==> config.mk <==
export PLATFORM = sky130hd
export DESIGN_NAME = instr_fetch
export DESIGN_NICKNAME = d
export VERILOG_FILES = /design/src/rtl/instr_fetch.sv
export SDC_FILE = /design/constraint.sdc
export NUM_CORES = 1
export LEC_CHECK = 0
export BUFFER_PORTS_ARGS = -buffer_cell sky130_fd_sc_hd__buf_4
export CAP_MARGIN = 40
export CORE_MARGIN = 5
export CORE_UTILIZATION = 40
export CTS_CLUSTER_SIZE = 14
export DETAILED_ROUTE_END_ITERATION = 16
export GPL_TIMING_DRIVEN = 1
export PLACE_DENSITY = 0.76
export SLEW_MARGIN = 20
export SYNTH_ARGS = -nofsm -noshare
export SYNTH_HDL_FRONTEND = slang
export SYNTH_SLANG_ARGS = --single-unit
==> constraint.sdc <==
create_clock -name clk -period 1.7 [get_ports clk]
set_input_delay 0.425 -clock clk [delete_from_list [all_inputs] [get_ports clk]]
set_output_delay 0.425 -clock clk [all_outputs]
set_load 0.005 [all_outputs]
==> src/rtl/instr_fetch.sv <==
// Instruction fetch unit: issues one instruction-memory read per fetch, holds
// the returned word for the decoder until it is accepted, and discards
// responses or held instructions when a branch flush arrives.
// Optional feature: define IFETCH_TIMEOUT_EN to add a memory-response timeout
// that raises a sticky o_err and stops fetching.
module instr_fetch #(
  parameter int ADDR_W      = 64,
  parameter int INSTR_W     = 32,
  parameter int TIMEOUT_CYC = 16
) (
  input  logic               clk,
  input  logic               reset,
  input  logic               start_sig,
  input  logic               end_sig,
  input  logic               i_flush,
  input  logic [ADDR_W-1:0]  i_pc,
  output logic               o_imem_req,
  output logic [ADDR_W-1:0]  o_imem_addr,
  input  logic               i_imem_rvalid,
  input  logic [INSTR_W-1:0] i_imem_rdata,
  output logic               o_valid,
  input  logic               i_ready,
  output logic [INSTR_W-1:0] o_instr,
  output logic [ADDR_W-1:0]  o_instr_pc,
  output logic               o_done,
  output logic               o_err
);

  typedef enum logic [2:0] {
    S_IDLE,
    S_REQ,
    S_WAIT,
    S_HOLD,
    S_DONE
  } state_t;

  state_t              state;
  state_t              state_nxt;
  logic [ADDR_W-1:0]   req_pc;
  logic                flush_pending;
  logic                rsp_arrive;
  logic                rsp_drop;
  logic                rsp_take;
  logic                timeout;

  // A response is only meaningful in WAIT; a flush seen now or earlier in
  // this WAIT turns it into a discard.
  assign rsp_arrive = (state == S_WAIT) && i_imem_rvalid;
  assign rsp_drop   = rsp_arrive && (flush_pending || i_flush);
  assign rsp_take   = rsp_arrive && !rsp_drop;

`ifdef IFETCH_TIMEOUT_EN
  localparam int CNT_W = $clog2(TIMEOUT_CYC + 1);
  logic [CNT_W-1:0] wait_cnt;

  // Fires on the last of TIMEOUT_CYC consecutive WAIT cycles without data.
  assign timeout = (state == S_WAIT) && !i_imem_rvalid &&
                   (wait_cnt == CNT_W'(TIMEOUT_CYC - 1));

  // Count WAIT cycles spent without a response; restart on any other cycle.
  always_ff @(posedge clk) begin
    if (reset) begin
      wait_cnt <= '0;
    end else if ((state == S_WAIT) && !i_imem_rvalid) begin
      wait_cnt <= wait_cnt + 1'b1;
    end else begin
      wait_cnt <= '0;
    end
  end

  // Sticky error flag, cleared only by reset.
  always_ff @(posedge clk) begin
    if (reset) begin
      o_err <= 1'b0;
    end else if (timeout) begin
      o_err <= 1'b1;
    end
  end
`else
  logic unused_timeout_cfg;
  assign unused_timeout_cfg = (TIMEOUT_CYC > 0);
  assign timeout            = 1'b0;
  assign o_err              = 1'b0;
`endif

  // State register.
  always_ff @(posedge clk) begin
    // NOTE: sequential state uses non-blocking assignments so every register
    // samples pre-edge values regardless of block evaluation order.
    if (reset) begin
      state <= S_IDLE;
    end else begin
      state <= state_nxt;
    end
  end

  // Next-state logic.
  always_comb begin
    // NOTE: default first so every path assigns state_nxt and no latch forms.
    state_nxt = state;
    unique case (state)
      S_IDLE: begin
        if (end_sig) begin
          state_nxt = S_DONE;
        end else if (start_sig) begin
          state_nxt = S_REQ;
        end
      end
      S_REQ: state_nxt = S_WAIT;
      S_WAIT: begin
        if (timeout) begin
          state_nxt = S_DONE;
        end else if (rsp_take) begin
          state_nxt = S_HOLD;
        end else if (rsp_drop) begin
          state_nxt = end_sig ? S_DONE : S_REQ;
        end
      end
      S_HOLD: begin
        // Flush outranks the handshake: the held word is treated as unused.
        if (i_flush || i_ready) begin
          if (end_sig) begin
            state_nxt = S_DONE;
          end else if (i_flush || start_sig) begin
            state_nxt = S_REQ;
          end else begin
            state_nxt = S_IDLE;
          end
        end
      end
      S_DONE:  state_nxt = S_DONE;
      default: state_nxt = S_IDLE;
    endcase
  end

  // Moore outputs decoded from the current state.
  always_comb begin
    o_imem_req  = (state == S_REQ);
    o_imem_addr = (state == S_REQ) ? i_pc : '0;
    o_done      = (state == S_DONE);
  end

  // Request PC capture, flush tracking and the held instruction.
  always_ff @(posedge clk) begin
    if (reset) begin
      req_pc        <= '0;
      flush_pending <= 1'b0;
      o_valid       <= 1'b0;
      o_instr       <= '0;
      o_instr_pc    <= '0;
    end else begin
      if (state == S_REQ) begin
        req_pc <= i_pc;
      end

      if ((state == S_WAIT) && !i_imem_rvalid && !timeout) begin
        flush_pending <= flush_pending | i_flush;
      end else begin
        flush_pending <= 1'b0;
      end

      if (rsp_take) begin
        o_valid    <= 1'b1;
        o_instr    <= i_imem_rdata;
        o_instr_pc <= req_pc;
      end else if ((state == S_HOLD) && (i_flush || i_ready)) begin
        o_valid <= 1'b0;
      end
    end
  end

endmodule

==> results_dict.tcl, run 1 <==
set metrics [dict create \
    fill_cells 868 \
    syn_avg_cell_area_um2 7.61 \
    tightest_slew_ns 0.546 \
    grt_pass1_vias 5962 \
    rsz0062_at_grt "yes" \
    synth_top_area_share_pct 54.4 \
    ir_drop_mv 0.739 \
    grt_first_pass_wirelength_um 30200 \
    vias_per_cell 5.23 \
    p_leak_nw 5.79 \
    reg2reg_from "state[0]" \
    syn2layout_area_growth_pct 97.3 \
    htreeDepth 4 \
    synthDominantAreaCellType "dfxtp_1" \
    synth_area_um2 6070 \
    yosysSeqAreaShare_pct 54.4 \
    min-delay-start "i_imem_rdata[21]" \
    clock_sinks 165 \
    fin_skew_ns 0.00825 \
    antenna_left 0 \
    ff2ff_path_depth 7 \
    crit_top_cell "nand2_4" \
    rr_endpoint "o_instr[3]" \
    cp_slowest_cell "dfxtp_2" \
    final.setup.worst_slack_ns -0.312 \
    violations "negative setup slack" \
    endpoint "o_imem_addr[46]" \
    syn-num-nets 900 \
    die_h_um 133 \
    clk_pin_slew_worst_paths_ns 0.06 \
    ys_seq_elements 165 \
    finalSetupViolCount 164 \
    cap_violations 0 \
    nets 1245 \
    grt.total_usage_pct 21.4 \
    grt_max_degree 68 \
    yosys_warnings 0 \
    start_util_pct 40.4 \
    internal_power_mw 7.43 \
    multi_input_area_um2 3720 \
    io_pins 267 \
    drtIter0Drc 381 \
    insertion_delay_ns 0.42 \
    critPathCaptureType "output port" \
    fin_util_pct 79.6 \
    cp.depth 8 \
    diodes 0 \
    routed_wl_um 28100 \
    crit_path_max_incr_delay_ns 0.33 \
    fin_area_um2 12000 \
    overflow 0 \
    p_comb_share_pct 13.1 \
    path_cells "nor2_4 > nand2_4 > inv_6 > buf_8 > buf_16 > nand2_4 > inv_2 > buf_6" \
    final_common_cell "buf_4" \
    worstSetupPathType "reg2out" \
    dieArea_um2 17700 \
    dieWidth_um 133 \
    ys_types 27 \
    period_minus_slack_ns 2.01 \
    antenna_found_initial 0 \
    setup-tns-final_ns -35.47 \
    layout_common_cells "273 x buf_4, 162 x dfxtp_1, 127 x nand2_4" \
    seq_area_um2 3310 \
    p_per_area_nw_per_um2 814 \
    outcome "finished with violations" \
    cts_tree "built" \
    crit_path_start_kind "register" \
    synth_cells 797 \
    first_pass_iters 5 \
    rows 45 \
    routedWlPerCell_um 20.9 \
    p_clk_share_pct 45.7 \
    hold_viol 0 \
    placed_cell_area_um2 8250 \
    drive_above_1_share_pct 66.1 \
    fin_hold_ws_ns 0.242 \
    cp-startpoint "state[2]" \
    swShare_pct 23.7 \
    critical-path-top-delay-family "buffers and inverters" \
    timing.reg2reg.setup_slack_ns -0.24 \
    drc 0 \
    drv_slew 0 \
    cp.required_ns 1.27 \
    switchingPower_mw 2.31 \
    core_um2 15000 \
    cts_buffers 17 \
    max_freq_ghz 0.497 \
    period_share_pct 118 \
    clock_path_buffers 2 \
    arrival_ns 1.59 \
    min-delay-path-class "in2reg" \
    cts_root_buf "clkbuf_16" \
    cp_max_fo 8 \
    vias 7029 \
    gp_congestion 0.795 \
    path_buf_inv 5 \
    post-dp-hpwl_um 11900 \
    slew_headroom_pct 63.6 \
    synth.area.top_cells "dfxtp_1 54%, nand2_1 19%, a21oi_1 13%" \
    share_seq_of_total_power_pct 41.3 \
    port_buffers 265 \
]
==> state kept, by name (all words and copies together), names as in the netlist <==
name           flops
o_valid            1
o_instr           32
req_pc            64
o_instr_pc        64
flush_pending      1
state              3
==> worst min-delay path by stage <==
| stage | end | slack [ns] | cells after the start |
|---|---|---|---|
| 2_1_floorplan | o_instr_pc[39] | 0.43 | 2 |
| 3_3_place_gp | o_instr_pc[16] | 0.44 | 2 |
| 3_5_place_dp | o_instr_pc[4] | 0.44 | 2 |
| 4_1_cts | o_instr[26] | 0.23 | 3 |
| 5_1_grt | o_instr[21] | 0.24 | 3 |
| 6_report | o_instr[21] | 0.24 | 3 |
==> layout make-up <==
cell class                 count  share of cell area [%]
clock buffer                  20                    3.81
clock inverter                12                    1.87
inverter                      66                    2.17
multi-input combinational    513                    31.1
sequential                   165                    27.6
tap                          188                    1.96
timing repair buffer         379                    31.5
==> what timing repair did <==
| action | CTS | global route |
|---|---|---|
| gates resized for setup | 121 | 426 |
| cloned | 6 | 32 |
| hold buffers | 0 | 0 |
| pin swaps | 19 | 144 |
| endpoints found under the setup margin | 66 | 168 |
| setup buffers | 36 | 33 |
==> power groups by stage <==
stage               sequential, mW  clock (mW)  combinational (mW)
global placement              4.07           0               0.694
finish                        4.02        4.45                1.27
floorplan                     4.07           0               0.298
global route                  4.02        4.63                1.34
detailed placement            4.08           0               0.701
CTS                           3.99        4.45               0.945
==> Yosys cell counts <==
library cell    n
a22oi_1         1
nand2_1       302
inv_1          66
conb_1          1
nor4_1          2
or3b_2          1
or2_2           1
nor2b_1         1
buf_1           9
buf_6           6
nor3_1          1
o21ai_0         5
buf_2           8
clkbuf_1       28
and2_1          1
nand2b_1        1
buf_4           4
or4b_4          1
o32ai_1         1
nand2_2        20
nor2_4          1
dfxtp_1       165
a2111o_1        1
or2_1           1
nor2_1          5
a2111oi_0       1
a21oi_1       163
==> routing by layer <==
metal / track usage [%] / vias up / part of all wire (%)
met5: 0 / - / 0
met3: 7.55 / 95 / 7.8
met1: 24.1 / 3385 / 36
met2: 36.2 / 350 / 51
met4: 10.2 / 0 / 5.0
li1: - / 3199 / -
==> cell families (layout without fill, tap and decap cells) <==
family	count (synthesis)	count (layout)	synth area share (%)
simple gates	338	340	22.4
flops	165	165	54.4
compound gates	172	172	14.5
other cells	1	1	0.0618
buf+inv	121	477	8.64
==> through the flow <==
step | instances | power, mW | worst slack, ns
after floorplan | 797 | 4.37 | -0.121
after global placement | 1210 | 4.77 | -0.150
after detailed placement | 1210 | 4.78 | -0.175
after CTS | 1284 | 9.38 | -0.285
after global routing | 1343 | 9.99 | -0.384
final | 1343 | 9.74 | -0.312
==> worst min-delay path, stage by stage <==
cell     delay, ns
buf_4         0.11
nand2_2       0.05
a21oi_2       0.04
Note: power is estimated with default switching activity, not from simulation.
==> run 2: changes to the inputs <==
--- a/config.mk
+++ b/config.mk
@@ -7,11 +7,13 @@
 export LEC_CHECK = 0
 export BUFFER_PORTS_ARGS = -buffer_cell sky130_fd_sc_hd__buf_4
 export CAP_MARGIN = 40
+export CORE_ASPECT_RATIO = 1.2
 export CORE_MARGIN = 5
 export CORE_UTILIZATION = 40
 export CTS_CLUSTER_SIZE = 14
 export DETAILED_ROUTE_END_ITERATION = 16
 export GPL_TIMING_DRIVEN = 1
+export HOLD_SLACK_MARGIN = 0.15
 export PLACE_DENSITY = 0.76
 export SLEW_MARGIN = 20
 export SYNTH_ARGS = -nofsm -noshare
==> run 2 against run 1 <==
Against the previous run:
- the run still ends with negative setup slack left
- routed wire length is 21% lower
- die area hardly changed
- sequential share of layout area increased by 4.2 points
- critical path depth fell by 1
- register-to-register slack improved by 0.09 ns
- sequential power barely moved
- utilization shrank 10 points
==> results_dict.tcl, run 2 (synthesis results as in run 1) <==
set metrics [dict create \
    rows 49 \
    critPathCaptureType "output port" \
    layout_common_cells "268 x buf_4, 200 x nand2_1, 162 x dfxtp_1" \
    placed_cell_area_um2 8280 \
    period_share_pct 112 \
    ctsHoldBuffers 0 \
    cts_buffers 17 \
    vias 6246 \
    grt_first_pass_wirelength_um 27300 \
    io_pins 267 \
    timing.reg2reg.setup_slack_ns -0.15 \
    power_mw 8.60 \
    drtIter0Drc 357 \
    cts_root_buf "clkbuf_16" \
    cp-startpoint "state[1]" \
    multi_input_area_um2 3030 \
    antenna_left 0 \
    cp_max_fo 17 \
    endpoint "o_imem_addr[58]" \
    grt_max_degree 68 \
    htreeDepth 4 \
    drv_slew 0 \
    period_minus_slack_ns 1.90 \
    grt.total_usage_pct 19.2 \
    fin_skew_ns 0.00907 \
    p_per_area_nw_per_um2 827 \
    start_util_pct 40.6 \
    arrival_ns 1.48 \
    p_comb_share_pct 10.4 \
    cp.required_ns 1.27 \
    seq_area_um2 3310 \
    max_freq_ghz 0.525 \
    rsz0062_at_grt "yes" \
    p_leak_nw 4.94 \
    clock_sinks 165 \
    fin_area_um2 10400 \
    min-delay-path-class "in2reg" \
    dieArea_um2 17700 \
    nets 1185 \
    routed_wl_um 22200 \
    hold_viol 0 \
    final.setup.worst_slack_ns -0.204 \
    switchingPower_mw 2.13 \
    tightest_slew_ns 0.723 \
    outcome "finished with violations" \
    cts_tree "built" \
    drive_above_1_share_pct 50.6 \
    rr_endpoint "o_instr[11]" \
    diodes 0 \
    gp_congestion 0.784 \
    dieWidth_um 122 \
    finalSetupViolCount 159 \
    syn2layout_area_growth_pct 71.3 \
    drc 0 \
    port_buffers 265 \
    ir_drop_mv 0.627 \
    slew_headroom_pct 51.8 \
    violations "negative setup slack" \
    die_h_um 145 \
    final_common_cell "buf_4" \
    clock_path_buffers 2 \
    overflow 0 \
    biggestRegsByFlops "o_instr_pc x64, req_pc x64, o_instr x32" \
    share_seq_of_total_power_pct 46.5 \
    antenna_found_initial 0 \
    grt_pass1_vias 5454 \
    vias_per_cell 4.81 \
    reg2reg_from "state[0]" \
    fill_cells 1159 \
    crit_path_start_kind "register" \
    post-dp-hpwl_um 11800 \
    p_clk_share_pct 43.1 \
    clk_pin_slew_worst_paths_ns 0.06 \
    first_pass_iters 5 \
    insertion_delay_ns 0.42 \
    worstSetupPathType "reg2out" \
    core_um2 15000 \
    internal_power_mw 6.47 \
    swShare_pct 24.8 \
    routedWlPerCell_um 17.1 \
    cap_violations 0 \
    ff2ff_path_depth 7 \
]
run 2: worst min-delay path by stage:
stage                           from              to  depth (start not counted)
global placement          req_pc[54]  o_instr_pc[54]                          2
detailed placement        req_pc[63]  o_instr_pc[63]                          2
CTS                 i_imem_rdata[21]     o_instr[21]                          3
floorplan                 req_pc[39]  o_instr_pc[39]                          2
global route        i_imem_rdata[23]     o_instr[23]                          3
finish              i_imem_rdata[23]     o_instr[23]                          3
run 2: critical path: stages, from the launching register on:
cell     delay, ns
dfxtp_2       0.33
nor2_4        0.11
nand2_4       0.08
inv_8         0.09
buf_12        0.16
nand2_1       0.10
inv_1         0.07
buf_4         0.10
run 2: timing repair:
| action | CTS | global route |
|---|---|---|
| cloned | 3 | 27 |
| endpoints found under the setup margin | 65 | 113 |
| resized for setup | 44 | 214 |
| pin swaps | 1 | 86 |
| buffers inserted | 5 | 9 |
run 2: layer usage:
metal  vias up  part of all wire (%)  global-route usage (%)
li1       3084                     -                       -
met1      2894                    37                    21.4
met2       218                    52                    33.0
met3        50                   6.8                    6.15
met4         0                   4.0                    8.85
met5         -                     0                       0
run 2: final cells by class:
class	instances	area share, %
clock buffer	18	4.22
tap	204	2.46
sequential	165	31.8
multi-input combinational	513	29.1
clock inverter	14	1.22
timing repair buffer	319	28.7
inverter	66	2.46
run 2: power by group through the flow:
stage	Sequential (mW)	Clock (mW)	Combinational (mW)
3_5_place_dp	4.08	0	0.688
5_1_grt	4.01	3.94	0.963
4_1_cts	3.99	3.74	0.797
3_3_place_gp	4.07	0	0.680
6_report	4.00	3.71	0.892
2_1_floorplan	4.07	0	0.298
run 2: per-stage QoR:
stage	setup WS (ns)	utilization, %	hold slack, ns	std cells	TNS, ns
final	-0.204	69.5	0.249	1299	-16.92
after global routing	-0.283	69.5	0.231	1299	-27.38
after CTS	-0.288	60.9	0.230	1266	-15.20
after detailed placement	-0.169	55.3	0.441	1226	-13.13
after global placement	-0.149	55.3	0.436	1226	-12.04
after floorplan	-0.121	-	0.432	797	-4.61
